## config.mk

```make
export PLATFORM = sky130hd
export DESIGN_NAME = uart_tx_fifo_flat
export DESIGN_NICKNAME = d
export VERILOG_FILES = /design/src/rtl/uart_pkg.sv /design/src/rtl/uart_tx_fifo_if.sv /design/src/rtl/uart_baud_tick.sv /design/src/rtl/uart_tx_fifo.sv /design/src/flat_wrapper.sv
export SDC_FILE = /design/constraint.sdc
export NUM_CORES = 1
export LEC_CHECK = 0
export ABC_AREA = 1
export BUFFER_PORTS_ARGS = -buffer_cell sky130_fd_sc_hd__clkbuf_2
export CELL_PAD_IN_SITES_DETAIL_PLACEMENT = 1
export CELL_PAD_IN_SITES_GLOBAL_PLACEMENT = 2
export CORE_ASPECT_RATIO = 1.4
export CORE_MARGIN = 2
export CORE_UTILIZATION = 41
export DETAILED_ROUTE_END_ITERATION = 8
export PLACE_DENSITY = 0.83
export SLEW_MARGIN = 5
export SYNTH_ARGS = -nofsm -noshare
export SYNTH_HDL_FRONTEND = slang
export SYNTH_HIERARCHICAL = 1
export SYNTH_SLANG_ARGS = --single-unit
```

## constraint.sdc

```tcl
create_clock -name clock -period 7.9 [get_ports clock]
set_clock_uncertainty 0.2 [all_clocks]
set_input_delay 0.395 -clock clock [delete_from_list [all_inputs] [get_ports clock]]
set_output_delay 0.395 -clock clock [all_outputs]
set_load 0.005 [all_outputs]
```

## src/rtl/uart_pkg.sv

```systemverilog
// Shared UART definitions: parity and FSM encodings, the baud table and the
// divisor rounding used by both the transmitter and the receiver.
package uart_pkg;

    typedef enum logic [1:0] {
        PAR_NONE = 2'b00,
        PAR_EVEN = 2'b01,
        PAR_ODD  = 2'b10,
        PAR_MARK = 2'b11
    } parity_e;

    typedef enum logic [2:0] {
        ST_IDLE,
        ST_START,
        ST_DATA,
        ST_PARITY,
        ST_STOP
    } tx_state_e;

    // Indexed by baud_select.
    localparam int unsigned BAUD_RATE [8] = '{300, 1200, 4800, 9600, 19200, 38400, 57600, 115200};

    // Clocks per oversample tick, rounded to nearest.
    function automatic int unsigned baud_divisor(input int unsigned clk_hz,
                                                 input int unsigned rate,
                                                 input int unsigned oversample);
        int unsigned den;
        den = rate * oversample;
        return (clk_hz + den / 2) / den;
    endfunction

    function automatic logic parity_bit(input parity_e mode, input logic data_xor);
        logic p;
        case (mode)
            PAR_EVEN: p = data_xor;
            PAR_ODD:  p = ~data_xor;
            default:  p = 1'b1;
        endcase
        return p;
    endfunction

endpackage

```

## src/rtl/uart_tx_fifo_if.sv

```systemverilog
// Host-side valid/ready write port of the UART transmitter.
interface uart_tx_fifo_if #(
    parameter int DATA_BITS = 8
) ();
    logic [DATA_BITS-1:0] tx_data;
    logic                 tx_valid;
    logic                 tx_ready;

    modport master (output tx_data, output tx_valid, input tx_ready);
    modport slave  (input tx_data, input tx_valid, output tx_ready);
endinterface

```

## src/rtl/uart_baud_tick.sv

```systemverilog
// Free-running clock divider producing a one-cycle tick every `divisor` clocks;
// `restart` realigns the count so a new frame begins on a full period.
module uart_baud_tick #(
    parameter int DIV_W = 16
) (
    input  logic             clock,
    input  logic             reset,
    input  logic             restart,
    input  logic [DIV_W-1:0] divisor,
    output logic             tick
);
    logic [DIV_W-1:0] cnt_q, cnt_d;

    assign tick = (cnt_q == divisor - DIV_W'(1));

    always_comb begin
        cnt_d = cnt_q + DIV_W'(1);
        if (restart || tick) cnt_d = '0;
    end

    always_ff @(posedge clock or posedge reset) begin
        if (reset) cnt_q <= '0;
        else       cnt_q <= cnt_d;
    end
endmodule

```

## src/rtl/uart_tx_fifo.sv

```systemverilog
// UART transmitter with an inline circular FIFO, runtime-selectable frame
// format and baud rate latched per frame.
module uart_tx_fifo
    import uart_pkg::*;
#(
    parameter int unsigned CLK_HZ     = 50_000_000,
    parameter int          DATA_BITS  = 8,
    parameter int          OVERSAMPLE = 16,
    parameter int          FIFO_DEPTH = 4
) (
    input  logic                          clock,
    input  logic                          reset,
    input  logic [2:0]                    baud_select,
    input  logic [1:0]                    parity_mode,
    input  logic                          stop_two,
    input  logic                          tx_en,
    uart_tx_fifo_if.slave                 host,
    output logic                          txd,
    output logic                          tx_busy,
    output logic [$clog2(FIFO_DEPTH):0]   fifo_level
);
    localparam int AW    = $clog2(FIFO_DEPTH);
    localparam int LVL_W = AW + 1;
    localparam int OS_W  = $clog2(OVERSAMPLE);
    localparam int BC_W  = $clog2(DATA_BITS);
    localparam int unsigned DIVS [8] = '{
        baud_divisor(CLK_HZ, BAUD_RATE[0], OVERSAMPLE),
        baud_divisor(CLK_HZ, BAUD_RATE[1], OVERSAMPLE),
        baud_divisor(CLK_HZ, BAUD_RATE[2], OVERSAMPLE),
        baud_divisor(CLK_HZ, BAUD_RATE[3], OVERSAMPLE),
        baud_divisor(CLK_HZ, BAUD_RATE[4], OVERSAMPLE),
        baud_divisor(CLK_HZ, BAUD_RATE[5], OVERSAMPLE),
        baud_divisor(CLK_HZ, BAUD_RATE[6], OVERSAMPLE),
        baud_divisor(CLK_HZ, BAUD_RATE[7], OVERSAMPLE)
    };
    localparam int DIV_W = $clog2(DIVS[0] + 1);

    logic [DATA_BITS-1:0] mem_q [FIFO_DEPTH];
    logic [AW:0]          wr_ptr_q, rd_ptr_q;
    logic [LVL_W-1:0]     level_q, level_d;
    logic                 push, pop, fifo_empty;

    tx_state_e            state_q;
    logic                 txd_q, busy_q;
    logic [DATA_BITS-1:0] shift_q;
    logic                 par_q;
    parity_e              par_mode_q;
    logic                 stop_two_q, stop_cnt_q;
    logic [BC_W-1:0]      bit_cnt_q;
    logic [OS_W-1:0]      os_q;
    logic [DIV_W-1:0]     div_q;
    logic                 tick, bit_done, last_stop, can_start, start_frame;

    assign host.tx_ready = (level_q != LVL_W'(FIFO_DEPTH));
    assign push          = host.tx_valid && host.tx_ready;
    assign fifo_empty    = (wr_ptr_q == rd_ptr_q);
    assign can_start     = tx_en && !fifo_empty;
    assign bit_done      = tick && (os_q == OS_W'(OVERSAMPLE - 1));
    assign last_stop     = bit_done && (state_q == ST_STOP) && (!stop_two_q || stop_cnt_q);
    // A new frame may start from IDLE or straight out of the final stop bit.
    assign start_frame   = can_start && ((state_q == ST_IDLE) || last_stop);
    assign pop           = start_frame;

    assign txd        = txd_q;
    assign tx_busy    = busy_q;
    assign fifo_level = level_q;

    uart_baud_tick #(.DIV_W(DIV_W)) u_tick (
        .clock   (clock),
        .reset   (reset),
        .restart (start_frame),
        .divisor (div_q),
        .tick    (tick)
    );

    always_comb begin
        level_d = level_q;
        case ({push, pop})
            2'b10:   level_d = level_q + LVL_W'(1);
            2'b01:   level_d = level_q - LVL_W'(1);
            default: level_d = level_q;
        endcase
    end

    always_ff @(posedge clock) begin
        if (push) mem_q[wr_ptr_q[AW-1:0]] <= host.tx_data;
    end

    always_ff @(posedge clock or posedge reset) begin
        if (reset) begin
            wr_ptr_q <= '0;
            rd_ptr_q <= '0;
            level_q  <= '0;
        end else begin
            if (push) wr_ptr_q <= wr_ptr_q + (AW+1)'(1);
            if (pop)  rd_ptr_q <= rd_ptr_q + (AW+1)'(1);
            level_q <= level_d;
        end
    end

    // Word and its parity are captured at frame start so later writes cannot disturb them.
    always_ff @(posedge clock) begin
        if (start_frame) begin
            shift_q <= mem_q[rd_ptr_q[AW-1:0]];
            par_q   <= parity_bit(parity_e'(parity_mode), ^mem_q[rd_ptr_q[AW-1:0]]);
        end else if (bit_done && (state_q == ST_START || state_q == ST_DATA)) begin
            shift_q <= shift_q >> 1;
        end
    end

    always_ff @(posedge clock or posedge reset) begin
        if (reset) begin
            state_q    <= ST_IDLE;
            txd_q      <= 1'b1;
            busy_q     <= 1'b0;
            os_q       <= '0;
            bit_cnt_q  <= '0;
            stop_cnt_q <= 1'b0;
            par_mode_q <= PAR_NONE;
            stop_two_q <= 1'b0;
            div_q      <= DIV_W'(DIVS[7]);
        end else begin
            if (bit_done)  os_q <= '0;
            else if (tick) os_q <= os_q + OS_W'(1);

            if (start_frame) begin
                state_q    <= ST_START;
                txd_q      <= 1'b0;
                busy_q     <= 1'b1;
                os_q       <= '0;
                par_mode_q <= parity_e'(parity_mode);
                stop_two_q <= stop_two;
                div_q      <= DIV_W'(DIVS[baud_select]);
            end else if (bit_done) begin
                case (state_q)
                    ST_IDLE: ;
                    ST_START: begin
                        state_q   <= ST_DATA;
                        txd_q     <= shift_q[0];
                        bit_cnt_q <= '0;
                    end
                    ST_DATA: begin
                        if (bit_cnt_q == BC_W'(DATA_BITS - 1)) begin
                            if (par_mode_q == PAR_NONE) begin
                                state_q    <= ST_STOP;
                                txd_q      <= 1'b1;
                                stop_cnt_q <= 1'b0;
                            end else begin
                                state_q <= ST_PARITY;
                                txd_q   <= par_q;
                            end
                        end else begin
                            bit_cnt_q <= bit_cnt_q + BC_W'(1);
                            txd_q     <= shift_q[0];
                        end
                    end
                    ST_PARITY: begin
                        state_q    <= ST_STOP;
                        txd_q      <= 1'b1;
                        stop_cnt_q <= 1'b0;
                    end
                    ST_STOP: begin
                        if (last_stop) begin
                            state_q <= ST_IDLE;
                            busy_q  <= 1'b0;
                        end else begin
                            stop_cnt_q <= 1'b1;
                        end
                    end
                    default: state_q <= ST_IDLE;
                endcase
            end
        end
    end
endmodule
```

## src/flat_wrapper.sv

```systemverilog
// flat-port wrapper written by rule: the top's interface ports become plain ports
module uart_tx_fifo_flat import uart_pkg::*;
#(
    parameter int unsigned CLK_HZ     = 50_000_000,
    parameter int          DATA_BITS  = 8,
    parameter int          OVERSAMPLE = 16,
    parameter int          FIFO_DEPTH = 4
)
  (clock, reset, baud_select, parity_mode, stop_two, tx_en, txd, tx_busy, fifo_level, host_tx_data, host_tx_valid, host_tx_ready);
  uart_tx_fifo_if #(.DATA_BITS(DATA_BITS)) host_i ();
  input  logic clock;
  input  logic reset;
  input  logic [2:0] baud_select;
  input  logic [1:0] parity_mode;
  input  logic stop_two;
  input  logic tx_en;
  output logic txd;
  output logic tx_busy;
  output logic [$clog2(FIFO_DEPTH):0] fifo_level;
  input wire logic [$bits(host_i.tx_data)-1:0] host_tx_data;
  input wire logic [$bits(host_i.tx_valid)-1:0] host_tx_valid;
  output wire logic [$bits(host_i.tx_ready)-1:0] host_tx_ready;
  assign host_i.tx_data = host_tx_data;
  assign host_i.tx_valid = host_tx_valid;
  assign host_tx_ready = host_i.tx_ready;
  uart_tx_fifo #(.CLK_HZ(CLK_HZ), .DATA_BITS(DATA_BITS), .OVERSAMPLE(OVERSAMPLE), .FIFO_DEPTH(FIFO_DEPTH)) u_core (.clock(clock), .reset(reset), .baud_select(baud_select), .parity_mode(parity_mode), .stop_two(stop_two), .tx_en(tx_en), .host(host_i), .txd(txd), .tx_busy(tx_busy), .fifo_level(fifo_level));
endmodule
```

* Word-level counts from Yosys, hierarchy flattened *
Memories as Yosys holds them, arrays and structs flattened. A register that Yosys moved wholly into a read port is not among the register bits.
Index checks and enable logic that the tools add are counted.

storage, ports and cells
  bits in registers = 48
  bits in writable memories = 32
  ROM bits = 256
  input bits = 18
  output and inout port bits = 6
  word-level logic and storage cells = 108
  memories = 2

cells by class
  add/sub/neg operators = 8
  eq/ne operators = 20
  muxes and demuxes = 31
  bitwise operators = 3
  reduce and logical (&&, ||, !) cells = 30

memories
  memory            depth  width  read ports  clocked after Yosys merged registers in  write ports  line                 RTL
  (name not given)  8      32     1           1                                        0            uart_tx_fifo.sv:133  div_q <= DIV_W'(DIVS[baud_select]);
  u_core.mem_q      4      8      1           0                                        1            uart_tx_fifo.sv:38   logic [DATA_BITS-1:0] mem_q [FIFO_DEPTH];

operators with widths
  kind                     number
  $mux W3                  6
  $mux W8                  2
  $pmux W3 S5              1
  $add A14 B1 Y14 const B  1
  $eq A14 B14 Y1           1
  $mux W14                 1
  $sub A14 B1 Y14 const B  1
  $mux W1                  13
  $add A3 B1 Y3 const B    4
  $mux W4                  3
  $pmux W3 S2              2
  $reduce_bool A2 Y1       6
  $ne A2 B2 Y1 const B     4
  $reduce_and A4 Y1        2
  $reduce_xor A8 Y1        1
  $logic_and A1 B1 Y1      7
  $eq A3 B2 Y1 const B     2
  $eq A3 B3 Y1 const B     2
  $pmux W1 S3              2
  $reduce_and A6 Y1        1
  $reduce_bool A3 Y1       2
  $add A4 B1 Y4 const B    1
  $eq A2 B1 Y1 const B     2
  $eq A2 B2 Y1 const B     2
  other kinds (18)         23

* Longest topological paths before layout *
Gate-level depths: netlist of the first run.

  word-level depth = 9
  gate-level depth with buffers = 23
  depth with buffers taken out = 22

* By module *
The synthesis of the first run kept the hierarchy.

modules (own cells, without submodules)
  module          times used  cells an instance  area an instance (sq um)  sequential area each (sq um)
  uart_tx_fifo    1           438                4100.2                    2163.3
  uart_baud_tick  1           218                1393.8                    350.3

* Least setup slack after synthesis of the first run *
No wires, ideal clock.

  kind = reg2reg
  start = register u_core.div_q[0]
  end = register u_core.level_q[2] (netlist: u_core/fifo_level[2])
  library setup time = 0.124 ns
  data arrival time = 3.364 ns
  data required time = 7.576 ns
  setup slack = 4.212 ns
  cell stages (with the launch flop) = 23
  path buffers = 1
  period minus slack after synthesis = 3.688 ns
  path through = dfstp_2 -> inv_2 -> ha_1 -> xnor2_1 -> a21oi_1 -> nand3_1 -> or2_1 -> nor2_1 -> nand3_1 -> nor2_1 -> nand3_1 -> nor2_2 -> nand2_1 -> nand2_1 -> nand2_2 -> clkinv_2 -> buf_4 -> ha_1 -> inv_1 -> fa_1 -> a21oi_1 -> o21ai_0 -> xnor2_1

on the way
  cells in the longest elaborated chain, start to end = 9

RTL lines
  item                                               line                  RTL
  start: declaration                                 uart_tx_fifo.sv:51    logic [DIV_W-1:0] div_q;
  $sub A14 B1 Y14 (*)                                uart_baud_tick.sv:14  assign tick = (cnt_q == divisor - DIV_W'(1));
  $eq A14 B14 Y1 (*)                                 uart_baud_tick.sv:14
  via u_core.tick                                    uart_tx_fifo.sv:52    logic tick, bit_done, last_stop, can_start, start_frame;
  $logic_and A1 B1 Y1 (*)                            uart_tx_fifo.sv:58    assign bit_done = tick && (os_q == OS_W'(OVERSAMPLE - 1));
  $logic_and A1 B1 Y1 (*) (2 in series)              uart_tx_fifo.sv:59    assign last_stop = bit_done && (state_q == ST_STOP) && (!stop_two_q || stop_cnt_q);
  $logic_or A1 B1 Y1 (*)                             uart_tx_fifo.sv:61    assign start_frame = can_start && ((state_q == ST_IDLE) || last_stop);
  $logic_and A1 B1 Y1 (*)                            uart_tx_fifo.sv:61
  via u_core.pop                                     uart_tx_fifo.sv:41    logic push, pop, fifo_empty;
  $eq A2 B1 Y1 or $eq A2 B2 Y1 (tied branches)       uart_tx_fifo.sv:78    case ({push, pop})
  $pmux W3 S2 or $reduce_bool A2 Y1 (tied branches)  --
  end signal: assignment                             uart_tx_fifo.sv:97    level_q <= level_d;
  end: declaration                                   uart_tx_fifo.sv:40    logic [LVL_W-1:0] level_q, level_d;

The timed path passes the listed nets; every way through them passes the cells marked *.
A chain may end at the register's enable or synchronous reset.

* Worst setup path in the final report of the first run *
  start = register u_core.div_q[0]
  end = register u_core.level_q[2] (netlist: u_core/fifo_level[2])

on the way
  cells in the longest elaborated chain, start to end = 9

RTL lines
  item                                               line
  $sub A14 B1 Y14 (*)                                uart_baud_tick.sv:14
  $eq A14 B14 Y1 (*)                                 uart_baud_tick.sv:14
  via u_core.tick                                    uart_tx_fifo.sv:52
  $logic_and A1 B1 Y1 (*)                            uart_tx_fifo.sv:58
  $logic_and A1 B1 Y1 (*) (2 in series)              uart_tx_fifo.sv:59
  $logic_or A1 B1 Y1 (*)                             uart_tx_fifo.sv:61
  $logic_and A1 B1 Y1 (*)                            uart_tx_fifo.sv:61
  $eq A2 B1 Y1 or $eq A2 B2 Y1 (tied branches)       uart_tx_fifo.sv:78
  $pmux W3 S2 or $reduce_bool A2 Y1 (tied branches)  --

Marks and branches as above.

==> results of run 1 <==
[layout by cell type, fill, tap and decap left out, drive strengths merged, types with 2 or more instances in the layout]
master	instances
a31oi	3
o21bai	2
o21ai	32
nand2	237
dfrtp	46
clkbuf	33
nor2	68
dfstp	5
edfxtp	41
clkinv	4
nand4	7
a21oi	14
nand3	53
conb	4
xor2	16
xnor2	11
inv	78
or2	3
ha	20
[critical path: cells and delay by family (launching register included)]
| kind | cells | cell delay, ps |
|---|---|---|
| flip-flops | 1 | 550 |
| AND/OR/NAND/NOR | 10 | 1670 |
| XOR/XNOR | 2 | 270 |
| buffers and inverters | 3 | 600 |
| adder cells (fa/ha/maj) | 3 | 900 |
| AO/OA/AOI/OAI | 3 | 430 |
[final cells by class]
type / count / area share
Sequential cell: 92 / 0.418
Timing Repair Buffer: 25 / 0.0221
Clock buffer: 10 / 0.0397
Clock inverter: 6 / 0.00770
Tap cell: 182 / 0.0379
Inverter: 76 / 0.0489
Multi-Input combinational cell: 478 / 0.426
[metal layers]
metal	up-vias	track usage
li1	2132	-
met1	2021	0.190
met2	24	0.375
met3	16	0.0258
met4	0	0.0758
met5	-	0
[cells by family (layout without fill, tap and decap cells)]
| logic type | after synthesis | in the layout |
|---|---|---|
| AND/OR/NAND/NOR | 371 | 371 |
| flip-flops | 92 | 92 |
| buffers and inverters | 89 | 117 |
| AO/OA/AOI/OAI | 55 | 55 |
| XOR/XNOR | 27 | 27 |
| adder cells (fa/ha/maj) | 21 | 21 |
| other | 1 | 4 |
[metrics by stage]
step,hold WS (ps),power [mW],cells,setup slack (ps),util
floorplan,84.2,0.960,659,4210,-
global placement,253,1.07,852,3250,0.431
detailed placement,273,1.09,852,3150,0.431
CTS,50.0,1.50,869,3120,0.453
global route,57.2,1.59,869,2650,0.453
finish,61.8,1.48,869,3160,0.453
[sequential cells by signal, summed over array words and instances (netlist names), 3 cells and up]
signal and cells:
u_core/bit_cnt_q 3, u_core/div_q 12, u_core/fifo_level 3, u_core/mem_q 32
u_core/os_q 4, u_core/rd_ptr_q 3, u_core/shift_q 8, u_core/state_q 3
u_core/u_tick/cnt_q 14, u_core/wr_ptr_q 3
[worst max-delay path by stage]
stage,start,to,slack (ps),depth (start not counted)
after CTS,u_core/div_q[0]$_DFFE_PP1N_,u_core/fifo_level[2]$_DFFE_PP0P_,3120,21
after floorplan,u_core/div_q[0]$_DFFE_PP1N_,u_core/fifo_level[2]$_DFFE_PP0P_,4210,22
after global placement,u_core/div_q[0]$_DFFE_PP1N_,u_core/fifo_level[2]$_DFFE_PP0P_,3250,21
after global routing,u_core/div_q[0]$_DFFE_PP1N_,u_core/fifo_level[2]$_DFFE_PP0P_,2650,21
after detailed placement,u_core/div_q[0]$_DFFE_PP1N_,u_core/fifo_level[2]$_DFFE_PP0P_,3150,21
final,u_core/div_q[0]$_DFFE_PP1N_,u_core/fifo_level[2]$_DFFE_PP0P_,3160,21
[cell usage after synthesis (2+ instances only)]
library cell / count / area [um2]
nand3_2: 6 / 60.1
a21oi_1: 12 / 60.1
inv_1: 70 / 263
o21ai_2: 10 / 87.6
dfrtp_1: 46 / 1150
o21bai_1: 2 / 15.0
nand2_1: 218 / 818
buf_4: 3 / 22.5
o21ai_1: 6 / 30.0
edfxtp_1: 41 / 1230
nand3_1: 47 / 235
or2_2: 2 / 12.5
xnor2_1: 11 / 96.3
a21oi_2: 2 / 17.5
buf_6: 8 / 90.1
inv_2: 3 / 11.3
nor2_4: 5 / 56.3
nand4_1: 7 / 43.8
ha_1: 20 / 250
nand2_2: 14 / 87.6
a31oi_1: 2 / 12.5
xor2_1: 16 / 140
nor2_1: 40 / 150
o21ai_0: 16 / 80.1
nor2_2: 23 / 144
nand2_4: 5 / 56.3
dfstp_2: 5 / 131
[what timing repair did]
action | in CTS | in global routing
hold endpoints to repair | 46 | 0
setup buffers | 0 | 0
hold buffers | 1 | 0
[power groups by stage]
stage / Sequential, mW / Clock [mW] / Combinational, mW
after floorplan: 0.651 / 0 / 0.309
after global placement: 0.680 / 0 / 0.385
after detailed placement: 0.684 / 0 / 0.402
after CTS: 0.675 / 0.423 / 0.405
after global routing: 0.684 / 0.441 / 0.461
final: 0.673 / 0.408 / 0.397
==> results.json, run 1 <==
{
  "outcome": "completed",
  "antenna_cells": 0,
  "critPathLaunchType": "register",
  "multi_input_area_mm2": 0.00256,
  "fin_tns_setup_ps": 0,
  "powerDensity_mw_per_mm2": 246,
  "yosys_warnings": 6,
  "seq_area_mm2": 0.00251,
  "cp.required_ps": 7930,
  "p_sw_frac": 0.347,
  "grt_max_degree": 39,
  "io_buffers": 23,
  "area_growth_pct": 9.45,
  "cts_resized": 0,
  "cpPeakStageDelay_ps": 550,
  "power.share.clock": 0.276,
  "crit_slowest_cell": "dfstp_2",
  "synth_fa_ha_area_frac": 0.0492,
  "period_minus_slack_ps": 4740,
  "top_layer": "met4",
  "avgRoutedWirePerCell_um": 14.3,
  "fin_area_mm2": 0.00601,
  "place_hpwl_mm": 9.99,
  "drc_errors": 0,
  "postSynthAreaPerCell_um2": 8.38,
  "maxCapViolations": 0,
  "cpMostUsedCell": "nand3_1",
  "clock_latency_ps": 350,
  "nets": 721,
  "grt_pass1_wl_mm": 20.9,
  "die_x_um": 102,
  "synth-compound-area-share": 0.0633,
  "end_kind": "register",
  "whs_path_depth": 1,
  "power.leakage_nw": 2.84,
  "route.met3.wl_um": 154,
  "cts_tree": "done",
  "start_util": 0.414,
  "r2r_slack_ps": 3160,
  "antenna_found_initial": 0,
  "rsz0062_at_grt": "no",
  "grt_pass1_vias": 4446,
  "rr_startpoint": "u_core/div_q[0]$_DFFE_PP1N_",
  "clkTransAtPathRegs_ps": 70,
  "finalSetupViolations": 0,
  "synth-xor-area-share": 0.0430,
  "wl_met1_mm": 4.72,
  "drt-vias-per-instance": 4.83,
  "p_comb_frac": 0.269,
  "vdd_drop_max_uv": 133,
  "cts_buffer_depth": 2,
  "power.switching_uw": 513,
  "dieArea_mm2": 0.0144,
  "first_iter_violations": 121,
  "fillers": 1622,
  "rows": 50,
  "seqPwrFrac": 0.455,
  "io_pins": 24,
  "synth_ff_type": "dfrtp_1",
  "synth_top_family_by_area": "simple AND/OR/NAND/NOR gates",
  "internal_power_uw": 965,
  "synthMuxAreaShare": 0,
  "gp_congestion": 0.844,
  "grt-ovfl-total": 0,
  "synth_cell_types": 43,
  "netlist_instances": 656,
  "synth_edf_count": 41,
  "first_pass_iters": 4,
  "wirelength_mm": 12.4,
  "hold_path.class": "in -> reg",
  "slew_headroom": 0.382,
  "synth-seq-cells": 92,
  "die_y_um": 141,
  "hold_viol": 0,
  "clock-sinks": 92,
  "critPathMaxFanout": 38,
  "vias": 4193,
  "clockRootBuffer": "clkbuf_16",
  "ys_seq_area_frac": 0.458,
  "cp.arrival_ps": 4780,
  "drive_above_1_share": 0.173,
  "path_cells": "inv_2, ha_1, xnor2_1, a21oi_1, nand3_1, or2_1, nor2_1, nand3_1, nor2_1, nand3_1, nor2_2, nand2_1, nand2_1, nand2_2, clkinv_2, ha_1, inv_1, fa_1, a21oi_1, o21ai_0, xnor2_1",
  "core_area_mm2": 0.0133,
  "worstMarginPinSlew_ps": 923,
  "place_area_mm2": 0.00572,
  "met2_wirelength_mm": 7.20,
  "reg2reg_depth": 21,
  "antenna_left": 0,
  "fin_crit_sh": 0.600,
  "cts_made_buffers": 9,
  "grt_util_all_layers": 0.189,
  "min-delay-start": "host_tx_data[3]",
  "fmax_mhz": 211,
  "holdPathEnd": "u_core/mem_q[3][3]$_DFFE_PP_",
  "syn_area_mm2": 0.00549,
  "synthSimpleGateAreaFrac": 0.308,
  "synthArstFlopShare": 0.554,
  "critPathKind": "reg -> reg",
  "timing.rr.end": "u_core/fifo_level[2]$_DFFE_PP0P_",
  "drv_slew": 0,
  "cts_max_level": 3
}
(Power assumes the default switching activity.)
==> run 2: changes to the inputs <==
--- a/config.mk
+++ b/config.mk
@@ -11,9 +11,9 @@
 export CELL_PAD_IN_SITES_GLOBAL_PLACEMENT = 2
 export CORE_ASPECT_RATIO = 1.4
 export CORE_MARGIN = 2
-export CORE_UTILIZATION = 41
+export CORE_UTILIZATION = 38
 export DETAILED_ROUTE_END_ITERATION = 8
-export PLACE_DENSITY = 0.83
+export PLACE_DENSITY = 0.78
 export SLEW_MARGIN = 5
 export SYNTH_ARGS = -nofsm -noshare
 export SYNTH_HDL_FRONTEND = slang
==> constraint.sdc (replaced) <==
create_clock -name clock -period 4.5 [get_ports clock]
set_clock_uncertainty 0.2 [all_clocks]
set_input_delay 0.225 -clock clock [delete_from_list [all_inputs] [get_ports clock]]
set_output_delay 0.225 -clock clock [all_outputs]
set_load 0.005 [all_outputs]
==> run 2 against run 1 <==
Net effect:
- power up 78%
- critical path type unchanged
- largest power group unchanged
- die area is 7.6% higher
- hold slack lost 40 ps
- sequential share of layout area fell by 1.0 points
- core utilization down 2.3 points
- highest routed layer unchanged
- register-to-register slack worse by 2600 ps
- routed wire length is 1.8% higher
- critical endpoint unchanged
==> results.json, run 2 (synthesized netlist as in run 1, its figures left out) <==
{
  "outcome": "completed",
  "worstMarginPinSlew_ps": 963,
  "hold_path.class": "in -> reg",
  "cp.arrival_ps": 3930,
  "first_iter_violations": 144,
  "cts_resized": 0,
  "layout_setup_ws_ps": 596,
  "fin_tns_setup_ps": 0,
  "grt_max_degree": 38,
  "cp.required_ps": 4530,
  "die_y_um": 146,
  "fillers": 1740,
  "vdd_drop_max_uv": 185,
  "finalSetupViolations": 0,
  "rsz0062_at_grt": "no",
  "die_x_um": 106,
  "maxCapViolations": 0,
  "io_pins": 24,
  "grt-ovfl-total": 0,
  "powerDensity_mw_per_mm2": 428,
  "critPathKind": "reg -> reg",
  "rows": 52,
  "start_util": 0.384,
  "post-place-ws_ps": 602,
  "power.leakage_nw": 2.91,
  "core_area_mm2": 0.0143,
  "end_kind": "register",
  "cts_max_level": 3,
  "hold_viol": 0,
  "grt_pass1_wl_mm": 22.1,
  "fin_util": 0.431,
  "fin_crit_sh": 0.868,
  "fmax_mhz": 256,
  "postCtsHoldBufs": 12,
  "layout_common_cells": "nand2_1, inv_1, nand3_1, dfrtp_1, edfxtp_1",
  "clockRootBuffer": "clkbuf_16",
  "layout_commonest_cell": "nand2_1",
  "clkTransAtPathRegs_ps": 70,
  "nets": 734,
  "drc_errors": 0,
  "grt_pass1_vias": 4718,
  "first_pass_iters": 4,
  "dieArea_mm2": 0.0154,
  "clock-sinks": 92,
  "clock_latency_ps": 340,
  "cts_made_buffers": 9,
  "finalPower_mw": 2.64,
  "critPathMaxFanout": 5,
  "cts_tree": "done",
  "cts_buffer_depth": 2,
  "slew_headroom": 0.356,
  "post_cts_buffers": 0,
  "io_buffers": 23,
  "wirelength_mm": 12.6,
  "period_minus_slack_ps": 3900,
  "antenna_left": 0,
  "area_growth_pct": 12.2,
  "gp_congestion": 0.803,
  "grt_util_all_layers": 0.179,
  "drive_above_1_share": 0.173,
  "vias": 4259,
  "antenna_found_initial": 0,
  "largest_reg_flops": 32,
  "place_hpwl_mm": 10.1,
  "avgRoutedWirePerCell_um": 14.2,
  "critPathLaunchType": "register",
  "antenna_cells": 0,
  "drv_slew": 0,
  "drt-vias-per-instance": 4.79
}
## run 2: area by class of cell
type	count	area, um2	share of cell area
timing repair buffer	38	258	0.0418
clock inverter	5	40.0	0.00649
sequential	92	2510	0.408
inverter	76	294	0.0477
clock buffer	11	264	0.0428
multi-input combinational	478	2560	0.415
tap	189	236	0.0384
## run 2: report_power, final
part / switching [mW] / internal (mW)
combinational: 0.432 / 0.269
sequential: 0.141 / 1.03
clock: 0.331 / 0.429
## run 2: metrics by stage
step	std cells	area (um2)	hold slack [ps]
6_report	889	6170	21.9
5_1_grt	889	6170	52.5
4_1_cts	889	6170	20.1
3_5_place_dp	861	5740	105
3_3_place_gp	861	5740	92.0
2_1_floorplan	659	5510	-85.8
## run 2: worst paths after layout
check                                                  from                          endpoint  slack (ps)  cells after the start
max reg2reg                     u_core/div_q[0]$_DFFE_PP1N_  u_core/fifo_level[2]$_DFFE_PP0P_         600                     21
min reg2reg                u_core/par_mode_q[1]$_DFFE_PP0N_  u_core/par_mode_q[1]$_DFFE_PP0N_         290                      2
max in group asynchronous                             reset            u_core/txd$_DFFE_PP1P_        3380                      4
max                             u_core/div_q[0]$_DFFE_PP1N_  u_core/fifo_level[2]$_DFFE_PP0P_         600                     21
min                                          baud_select[2]       u_core/div_q[7]$_DFFE_PP0N_          20                      3
min in group asynchronous                             reset  u_core/u_tick/cnt_q[0]$_DFF_PP0_         270                      3
## run 2: metal layers
layer,routed length (um),track usage,up-vias
li1,-,-,2161
met1,4830,0.182,2047
met2,7260,0.359,30
met3,176,0.0241,21
met4,346,0.0697,0
met5,0,0,-
## run 2: critical path, stage by stage (launching register included)
cell and delay, ps:
dfstp_2 560, inv_2 60, ha_1 300, xnor2_1 120
a21oi_1 170, nand3_1 90, or2_1 210, nor2_1 90
nand3_1 70, nor2_1 270, nand3_1 160, nor2_2 160
nand2_1 90, nand2_1 90, nand2_2 70, clkinv_2 110
ha_1 140, inv_1 60, fa_1 380, a21oi_1 140
o21ai_0 110, xnor2_1 140
